**src/rtl/io_map_pkg.sv**
```systemverilog
// Address map, status bit positions and register-select decode shared by the IO controller.
package io_map_pkg;

    localparam int DW = 8;

    localparam logic [7:0] ADDR_OUT_DATA = 8'h00;
    localparam logic [7:0] ADDR_OUT_STAT = 8'h04;
    localparam logic [7:0] ADDR_IN_DATA  = 8'h0C;
    localparam logic [7:0] ADDR_IN_VALID = 8'h10;
    localparam logic [7:0] ADDR_CYCLES   = 8'h14;

    localparam int STAT_NFULL_BIT = 0;
    localparam int STAT_OVF_BIT   = 1;

    typedef enum logic [2:0] {
        SEL_NONE,
        SEL_OUT_DATA,
        SEL_OUT_STAT,
        SEL_IN_DATA,
        SEL_IN_VALID,
        SEL_CYCLES
    } io_sel_e;

    // Caller passes a word-aligned address (byte offset bits already zeroed).
    function automatic io_sel_e io_decode(input logic [7:0] addr);
        case (addr)
            ADDR_OUT_DATA: return SEL_OUT_DATA;
            ADDR_OUT_STAT: return SEL_OUT_STAT;
            ADDR_IN_DATA:  return SEL_IN_DATA;
            ADDR_IN_VALID: return SEL_IN_VALID;
            ADDR_CYCLES:   return SEL_CYCLES;
            default:       return SEL_NONE;
        endcase
    endfunction

endpackage

```
**src/rtl/io_fifo.sv**
```systemverilog
// Small flop-based FIFO with a combinational head; head reads 0 while empty.
module io_fifo #(
    parameter int DEPTH = 4,
    parameter int WIDTH = 8
) (
    input  logic             clk,
    input  logic             rst,
    input  logic             i_push,
    input  logic [WIDTH-1:0] i_data,
    input  logic             i_pop,
    output logic             o_full,
    output logic             o_empty,
    output logic [WIDTH-1:0] o_head
);
    localparam int AW = $clog2(DEPTH);
    localparam logic [AW:0] FULL_CNT = (AW+1)'(DEPTH);

    logic [WIDTH-1:0] r_mem [DEPTH];
    logic [AW-1:0]    r_rd_ptr;
    logic [AW-1:0]    r_wr_ptr;
    logic [AW:0]      r_count;
    logic             w_do_push;
    logic             w_do_pop;

    assign o_full    = (r_count == FULL_CNT);
    assign o_empty   = (r_count == '0);
    assign w_do_pop  = i_pop && !o_empty;
    // A push into a full FIFO still lands when the head leaves on the same edge.
    assign w_do_push = i_push && (!o_full || w_do_pop);
    assign o_head    = o_empty ? '0 : r_mem[r_rd_ptr];

    always_ff @(posedge clk) begin
        if (w_do_push) begin
            r_mem[r_wr_ptr] <= i_data;
        end
    end

    always_ff @(posedge clk or negedge rst) begin
        if (!rst) begin
            r_rd_ptr <= '0;
            r_wr_ptr <= '0;
            r_count  <= '0;
        end else begin
            if (w_do_push) r_wr_ptr <= r_wr_ptr + 1'b1;
            if (w_do_pop)  r_rd_ptr <= r_rd_ptr + 1'b1;
            case ({w_do_push, w_do_pop})
                2'b10:   r_count <= r_count + 1'b1;
                2'b01:   r_count <= r_count - 1'b1;
                default: r_count <= r_count;
            endcase
        end
    end

endmodule

```
**src/rtl/io_mmio_ctrl.sv**
```systemverilog
// CPU memory-mapped IO controller: one-byte input holding register, output FIFO, overflow flag.
// Optional free-running cycle counter at 0x14 when IO_CYCLE_COUNTER_EN is defined.
module io_mmio_ctrl
    import io_map_pkg::*;
#(
    parameter int OUT_DEPTH = 4,
    parameter int DW        = io_map_pkg::DW
) (
    input  logic          clk,
    input  logic          rst,
    input  logic [7:0]    io_addr,
    input  logic [31:0]   io_dout,
    input  logic          io_we,
    input  logic          io_re,
    output logic [31:0]   io_din,
    input  logic [DW-1:0] in_dev_data,
    input  logic          in_dev_valid,
    output logic          in_dev_ready,
    output logic [DW-1:0] out_dev_data,
    output logic          out_dev_valid,
    input  logic          out_dev_ready
);
    io_sel_e       w_sel;
    logic          w_push;
    logic          w_pop;
    logic          w_full;
    logic          w_empty;
    logic          w_drop;
    logic [31:0]   w_din;
    logic          w_unused_bits;
    logic          r_in_full;
    logic [DW-1:0] r_in_reg;
    logic          r_ovf;

    assign w_sel         = io_decode({io_addr[7:2], 2'b00});
    assign w_push        = io_we && (w_sel == SEL_OUT_DATA);
    assign w_pop         = out_dev_valid && out_dev_ready;
    assign w_drop        = w_push && w_full && !w_pop;
    assign w_unused_bits = ^{io_addr[1:0], io_dout[31:DW]};

    io_fifo #(
        .DEPTH (OUT_DEPTH),
        .WIDTH (DW)
    ) u_out_fifo (
        .clk     (clk),
        .rst     (rst),
        .i_push  (w_push),
        .i_data  (io_dout[DW-1:0]),
        .i_pop   (w_pop),
        .o_full  (w_full),
        .o_empty (w_empty),
        .o_head  (out_dev_data)
    );

    assign out_dev_valid = !w_empty;
    assign in_dev_ready  = !r_in_full;

    // Capture and pop never collide: ready is low for as long as the byte is held.
    always_ff @(posedge clk or negedge rst) begin
        if (!rst) begin
            r_in_full <= 1'b0;
            r_in_reg  <= '0;
        end else if (in_dev_valid && !r_in_full) begin
            r_in_full <= 1'b1;
            r_in_reg  <= in_dev_data;
        end else if (io_re && (w_sel == SEL_IN_DATA)) begin
            r_in_full <= 1'b0;
        end
    end

    // Sticky overflow; a drop on the same edge as the clearing read keeps it set.
    always_ff @(posedge clk or negedge rst) begin
        if (!rst) begin
            r_ovf <= 1'b0;
        end else if (w_drop) begin
            r_ovf <= 1'b1;
        end else if (io_re && (w_sel == SEL_OUT_STAT)) begin
            r_ovf <= 1'b0;
        end
    end

`ifdef IO_CYCLE_COUNTER_EN
    logic [31:0] r_cycles;

    always_ff @(posedge clk or negedge rst) begin
        if (!rst) begin
            r_cycles <= '0;
        end else if (io_we && (w_sel == SEL_CYCLES)) begin
            r_cycles <= io_dout;
        end else begin
            r_cycles <= r_cycles + 32'd1;
        end
    end
`endif

    always_comb begin
        w_din = '0;
        case (w_sel)
            SEL_OUT_STAT: begin
                w_din[STAT_OVF_BIT]   = r_ovf;
                w_din[STAT_NFULL_BIT] = !w_full;
            end
            SEL_IN_DATA: begin
                if (r_in_full) w_din[DW-1:0] = r_in_reg;
            end
            SEL_IN_VALID: begin
                w_din[0] = r_in_full;
            end
            SEL_CYCLES: begin
`ifdef IO_CYCLE_COUNTER_EN
                w_din = r_cycles;
`else
                w_din = '0;
`endif
            end
            default: w_din = '0;
        endcase
    end

    assign io_din = w_din;

endmodule

```
**config.mk**
```make
export PLATFORM = sky130hd
export DESIGN_NAME = io_mmio_ctrl
export DESIGN_NICKNAME = d
export VERILOG_FILES = /design/src/rtl/io_map_pkg.sv /design/src/rtl/io_fifo.sv /design/src/rtl/io_mmio_ctrl.sv
export SDC_FILE = /design/constraint.sdc
export NUM_CORES = 1
export LEC_CHECK = 0
export ABC_AREA = 1
export CAP_MARGIN = 20
export CORE_MARGIN = 2
export CORE_UTILIZATION = 46
export CTS_BUF_LIST = sky130_fd_sc_hd__clkbuf_2 sky130_fd_sc_hd__clkbuf_4 sky130_fd_sc_hd__clkbuf_8
export DETAILED_ROUTE_END_ITERATION = 8
export PLACE_DENSITY = 0.82
export SYNTH_ARGS = -nofsm -noshare
export SYNTH_HDL_FRONTEND = slang
export SYNTH_HIERARCHICAL = 1
export SYNTH_SLANG_ARGS = --single-unit
```
**constraint.sdc**
```tcl
create_clock -name clk -period 2.4 [get_ports clk]
set_input_delay 0.24 -clock clk [delete_from_list [all_inputs] [get_ports clk]]
set_output_delay 0.24 -clock clk [all_outputs]
set_load 0.02 [all_outputs]
```
==> impl_metrics.prom <==
# TYPE chip_impl_metric gauge
chip_impl_info{name="outcome",value="completed"} 1
chip_impl_metric{name="first_global_vias",unit=""} 1711
chip_impl_metric{name="number_of_sinks_handled_by_clock_tree_synthesis",unit=""} 49
chip_impl_metric{name="synthesis.area",unit="µm²"} 2640
chip_impl_metric{name="final-seq-area",unit="µm²"} 1390
chip_impl_info{name="critical_path_cell_sequence",value="buf_4, nand2_1, nand3_1, a21oi_1, clkdlybuf4s50_1"} 1
chip_impl_metric{name="p_int",unit="mW"} 1.67
chip_impl_metric{name="starting_drt_drc_count",unit=""} 161
chip_impl_metric{name="regToRegSetupSlack",unit="ns"} 0.23
chip_impl_metric{name="synthToLayoutAreaGrowth",unit="%"} 20.6
chip_impl_metric{name="postCtsSetupRepairBufs",unit=""} 0
chip_impl_metric{name="ir_drop_worst_case_vdd",unit="mV"} 0.320
chip_impl_metric{name="post_synth_inst_count",unit=""} 288
chip_impl_info{name="timing.critical_path.from",value="u_out_fifo/r_rd_ptr[0]"} 1
chip_impl_metric{name="min_period_over_period",unit=""} 0.956
chip_impl_info{name="clock-root-buffer",value="sky130_fd_sc_hd__clkbuf_8"} 1
chip_impl_metric{name="port-buffer-count",unit=""} 45
chip_impl_metric{name="finalWirelength",unit="µm"} 4600
chip_impl_metric{name="grt_start_max_net_pins",unit=""} 18
chip_impl_info{name="worst_setup_path_end_kind",value="primary output"} 1
chip_impl_metric{name="critical_path_buf_inv_count",unit=""} 2
chip_impl_metric{name="maxClockFrequency",unit="MHz"} 436
chip_impl_metric{name="route.detailed.vias_per_inst",unit=""} 4.48
chip_impl_metric{name="synth.mux.area_fraction",unit=""} 0.00426
chip_impl_metric{name="gr-total-overflow",unit=""} 0
chip_impl_metric{name="clk_path_buf_depth",unit=""} 2
chip_impl_info{name="launch_point_of_the_worst_reg_to_reg_path",value="u_out_fifo/r_count[0]"} 1
chip_impl_metric{name="avg_inst_size_synth",unit="µm²"} 9.17
chip_impl_metric{name="synth_xor_xnor_area_share",unit=""} 0.00663
chip_impl_metric{name="multi_input_area",unit="µm²"} 843
chip_impl_metric{name="h-tree-depth",unit=""} 2
chip_impl_metric{name="final_antenna_net_count",unit=""} 0
chip_impl_info{name="hp-class",value="in -> async"} 1
chip_impl_metric{name="core_rows",unit=""} 27
chip_impl_metric{name="leakagePower",unit="nW"} 1.52
chip_impl_metric{name="largest_reg_flops",unit=""} 32
chip_impl_metric{name="final_hold_vio_count",unit=""} 0
chip_impl_metric{name="cts_repair_resize_count",unit=""} 0
chip_impl_info{name="tritoncts",value="yes"} 1
chip_impl_metric{name="globalRouteTotalUtil",unit=""} 0.155
chip_impl_metric{name="power.switching",unit="mW"} 1.00
chip_impl_info{name="rsz_0062_raised_after_global_routing",value="false"} 1
chip_impl_metric{name="power-per-cell-area",unit="nW/µm²"} 840
chip_impl_metric{name="crit_path_max_fanout",unit=""} 10
chip_impl_metric{name="cts_hold_buffers",unit=""} 0
chip_impl_metric{name="ys_ff_latch",unit=""} 49
chip_impl_metric{name="synthesized_area_fraction_occupied_by_ao_oa_aoi_and_oai_cells",unit=""} 0.0398
chip_impl_metric{name="die_span_in_y",unit="µm"} 79.8
chip_impl_metric{name="post-route-util",unit=""} 0.575
chip_impl_metric{name="number_of_buffers_inserted_during_clock_tree_synthesis",unit=""} 5
chip_impl_metric{name="required",unit="ns"} 2.16
chip_impl_metric{name="post_route_cells_drive_above_1_share",unit=""} 0.104
chip_impl_info{name="timing.critical_path.max_delay_family",value="buffers and inverters"} 1
chip_impl_metric{name="post_synth_fa_ha_maj_area_fraction",unit=""} 0.0313
chip_impl_metric{name="yosysWarningCount",unit=""} 6
chip_impl_metric{name="comb_power_share",unit=""} 0.434
chip_impl_metric{name="switching_share",unit=""} 0.375
chip_impl_info{name="worst_path_max_delay_cell",value="sky130_fd_sc_hd__clkdlybuf4s50_1"} 1
chip_impl_metric{name="finalSetupTns",unit="ns"} 0
chip_impl_metric{name="power_frac_seq",unit=""} 0.396
chip_impl_metric{name="wl_per_cell",unit="µm"} 11.0
chip_impl_metric{name="arrival",unit="ns"} 2.06
chip_impl_metric{name="hpwlAfterDp",unit="µm"} 3430
chip_impl_info{name="worst-setup-path-type",value="reg -> out"} 1
chip_impl_metric{name="insertion_delay",unit="ns"} 0.30
chip_impl_metric{name="synth_cell_types",unit=""} 31
chip_impl_metric{name="dr_total_vias",unit=""} 1870
chip_impl_metric{name="fillerInstances",unit=""} 463
chip_impl_metric{name="design.portCount",unit=""} 96
chip_impl_metric{name="headroom_to_the_max_slew_limit",unit=""} 0.475
chip_impl_metric{name="actual_slew_at_the_worst_max_slew_pin",unit="ns"} 0.785
chip_impl_metric{name="dieWidth",unit="µm"} 79.8
chip_impl_metric{name="finalWeightedCongestion",unit=""} 0.758
chip_impl_metric{name="clock_power_share",unit=""} 0.170
chip_impl_metric{name="cpPeakStageDelay",unit="ns"} 0.64
chip_impl_metric{name="finalSetupViolCount",unit=""} 0
chip_impl_info{name="rr_endpoint",value="u_out_fifo/r_count[2]"} 1
chip_impl_metric{name="sequential_cell_area_fraction_in_the_yosys_report",unit=""} 0.525
chip_impl_metric{name="initial_core_util",unit=""} 0.477
chip_impl_metric{name="floorplan.die_area",unit="µm²"} 6360
chip_impl_info{name="critical_path_capture_point",value="out_dev_data[7]"} 1
chip_impl_metric{name="antenna_cells_inserted",unit=""} 0
chip_impl_metric{name="firstDrtPassIters",unit=""} 4
chip_impl_metric{name="first_pass_grt_wire_length",unit="µm"} 7500
chip_impl_metric{name="worst_setup_hold_path_clk_slew",unit="ns"} 0.08
chip_impl_metric{name="fin_worst_skew",unit="ns"} 0.00299
chip_impl_metric{name="layout_min_cycle_time",unit="ns"} 2.30
chip_impl_metric{name="floorplan.core_area",unit="µm²"} 5540
chip_impl_metric{name="maxCapViolCount",unit=""} 0
chip_impl_metric{name="drt_drc_violations_left",unit=""} 0
chip_impl_metric{name="critical_path_cell_count",unit=""} 5
chip_impl_info{name="critical_path.startpoint_type",value="flop"} 1
chip_impl_metric{name="slew_viol_final",unit=""} 0
chip_impl_metric{name="final_nets",unit=""} 404
chip_impl_metric{name="grt_antenna_before_repair",unit=""} 0
chip_impl_metric{name="worst_r2r_path_depth",unit=""} 14
chip_impl_info{name="combinational_family_with_the_most_area_after_synthesis",value="simple AND/OR/NAND/NOR gates"} 1
chip_impl_metric{name="synth-simple-area-share",unit=""} 0.203
==> final cells by class <==
| type | count | area share |
|---|---|---|
| inverters | 66 | 0.0794 |
| flip-flops and latches | 49 | 0.435 |
| repair buffers | 55 | 0.165 |
| well taps | 72 | 0.0283 |
| multi-input cells | 167 | 0.265 |
| clock buffers | 5 | 0.0216 |
| clock inverters | 3 | 0.00550 |
==> how the worst min path moves through the flow <==
stage,start,end,slack (ns),depth (start not counted)
final,rst,r_in_reg[5],0.40,1
after global routing,rst,r_in_reg[5],0.46,1
after CTS,rst,r_in_reg[1],0.41,1
after detailed placement,r_ovf,r_ovf,0.48,2
after global placement,r_ovf,r_ovf,0.46,2
after floorplan,rst,r_in_full,-0.06,0
==> cells in the final DEF (no fill, tap or decap) <==
cell type | Yosys | final
sky130_fd_sc_hd__mux2_2 | 1 | 1
sky130_fd_sc_hd__o21ai_1 | 1 | 1
sky130_fd_sc_hd__xnor2_1 | 2 | 2
sky130_fd_sc_hd__a21oi_2 | 4 | 4
sky130_fd_sc_hd__fa_1 | 1 | 1
sky130_fd_sc_hd__nand4_1 | 6 | 6
sky130_fd_sc_hd__a21oi_1 | 11 | 11
sky130_fd_sc_hd__clkdlybuf4s50_1 | 0 | 45
sky130_fd_sc_hd__inv_1 | 63 | 63
sky130_fd_sc_hd__nand3b_1 | 1 | 1
sky130_fd_sc_hd__or2_2 | 1 | 1
sky130_fd_sc_hd__o21ai_0 | 2 | 2
sky130_fd_sc_hd__nor3b_1 | 1 | 1
sky130_fd_sc_hd__dfrtp_1 | 17 | 17
sky130_fd_sc_hd__inv_2 | 2 | 2
sky130_fd_sc_hd__nand4_4 | 1 | 1
sky130_fd_sc_hd__nor2_1 | 22 | 22
sky130_fd_sc_hd__edfxtp_1 | 32 | 32
sky130_fd_sc_hd__nand3_1 | 21 | 21
sky130_fd_sc_hd__ha_1 | 5 | 5
sky130_fd_sc_hd__conb_1 | 1 | 24
sky130_fd_sc_hd__nand2_2 | 2 | 2
sky130_fd_sc_hd__nand2_4 | 1 | 1
sky130_fd_sc_hd__clkbuf_8 | 0 | 5
sky130_fd_sc_hd__inv_6 | 1 | 1
sky130_fd_sc_hd__clkinv_1 | 0 | 1
sky130_fd_sc_hd__nand3_2 | 1 | 1
sky130_fd_sc_hd__clkinv_2 | 0 | 1
sky130_fd_sc_hd__buf_4 | 25 | 10
sky130_fd_sc_hd__clkinv_4 | 0 | 1
sky130_fd_sc_hd__nor3_1 | 1 | 1
sky130_fd_sc_hd__nor2_2 | 5 | 5
sky130_fd_sc_hd__nand2_1 | 53 | 53
==> layer usage <==
layer,vias to the layer above,GRT usage,routed length [µm],part of all wire
li1,953,-,-,-
met1,859,0.183,1860,0.41
met2,49,0.280,2490,0.54
met3,9,0.0305,159,0.035
met5,-,0,0,0
met4,0,0.0559,85,0.018
==> logic make-up (layout without fill, tap and decap cells) <==
group / count (synthesis) / count (layout)
flip-flops: 49 / 49
AND/OR/NAND/NOR: 116 / 116
other: 1 / 24
buffers and inverters: 95 / 129
multiplexers: 1 / 1
AO/OA/AOI/OAI: 18 / 18
adder cells (fa/ha/maj): 6 / 6
XOR/XNOR: 2 / 2
==> cells in the mapped netlist <==
master / count / share of area
sky130_fd_sc_hd__a21oi_1: 11 / 0.021
sky130_fd_sc_hd__a21oi_2: 4 / 0.013
sky130_fd_sc_hd__buf_12: 1 / 0.0076
sky130_fd_sc_hd__buf_4: 25 / 0.071
sky130_fd_sc_hd__buf_6: 2 / 0.0085
sky130_fd_sc_hd__buf_8: 1 / 0.0057
sky130_fd_sc_hd__conb_1: 1 / 0.0014
sky130_fd_sc_hd__dfrtp_1: 17 / 0.16
sky130_fd_sc_hd__edfxtp_1: 32 / 0.36
sky130_fd_sc_hd__fa_1: 1 / 0.0076
sky130_fd_sc_hd__ha_1: 5 / 0.024
sky130_fd_sc_hd__inv_1: 63 / 0.090
sky130_fd_sc_hd__inv_2: 2 / 0.0028
sky130_fd_sc_hd__inv_6: 1 / 0.0033
sky130_fd_sc_hd__mux2_2: 1 / 0.0043
sky130_fd_sc_hd__nand2_1: 53 / 0.075
sky130_fd_sc_hd__nand2_2: 2 / 0.0047
sky130_fd_sc_hd__nand2_4: 1 / 0.0043
sky130_fd_sc_hd__nand3_1: 21 / 0.040
sky130_fd_sc_hd__nand3_2: 1 / 0.0038
sky130_fd_sc_hd__nand3b_1: 1 / 0.0028
sky130_fd_sc_hd__nand4_1: 6 / 0.014
sky130_fd_sc_hd__nand4_4: 1 / 0.0081
sky130_fd_sc_hd__nor2_1: 22 / 0.031
sky130_fd_sc_hd__nor2_2: 5 / 0.012
sky130_fd_sc_hd__nor3_1: 1 / 0.0019
sky130_fd_sc_hd__nor3b_1: 1 / 0.0028
sky130_fd_sc_hd__o21ai_0: 2 / 0.0038
sky130_fd_sc_hd__o21ai_1: 1 / 0.0019
sky130_fd_sc_hd__or2_2: 1 / 0.0024
sky130_fd_sc_hd__xnor2_1: 2 / 0.0066
==> stage by stage <==
| stage | instances | area, µm² | setup WS (ns) | power, mW | hold slack (ns) |
|---|---|---|---|---|---|
| final | 417 | 3180 | 0.105 | 2.67 | 0.398 |
| after global routing | 417 | 3180 | 0.00885 | 2.87 | 0.456 |
| after CTS | 417 | 3180 | 0.0908 | 2.70 | 0.412 |
| after detailed placement | 409 | 3100 | 0.00242 | 2.24 | 0.478 |
| after global placement | 409 | 3100 | 0.101 | 2.20 | 0.459 |
| after floorplan | 311 | 2730 | 0.350 | 1.88 | -0.0556 |
==> power groups by stage <==
stage	registers, mW	logic [mW]	clock network (mW)
6_report	1.06	1.16	0.455
5_1_grt	1.07	1.29	0.504
4_1_cts	1.06	1.17	0.473
3_5_place_dp	1.08	1.17	0
3_3_place_gp	1.07	1.13	0
2_1_floorplan	1.04	0.842	0
Note: power is estimated with default switching activity, not from simulation.
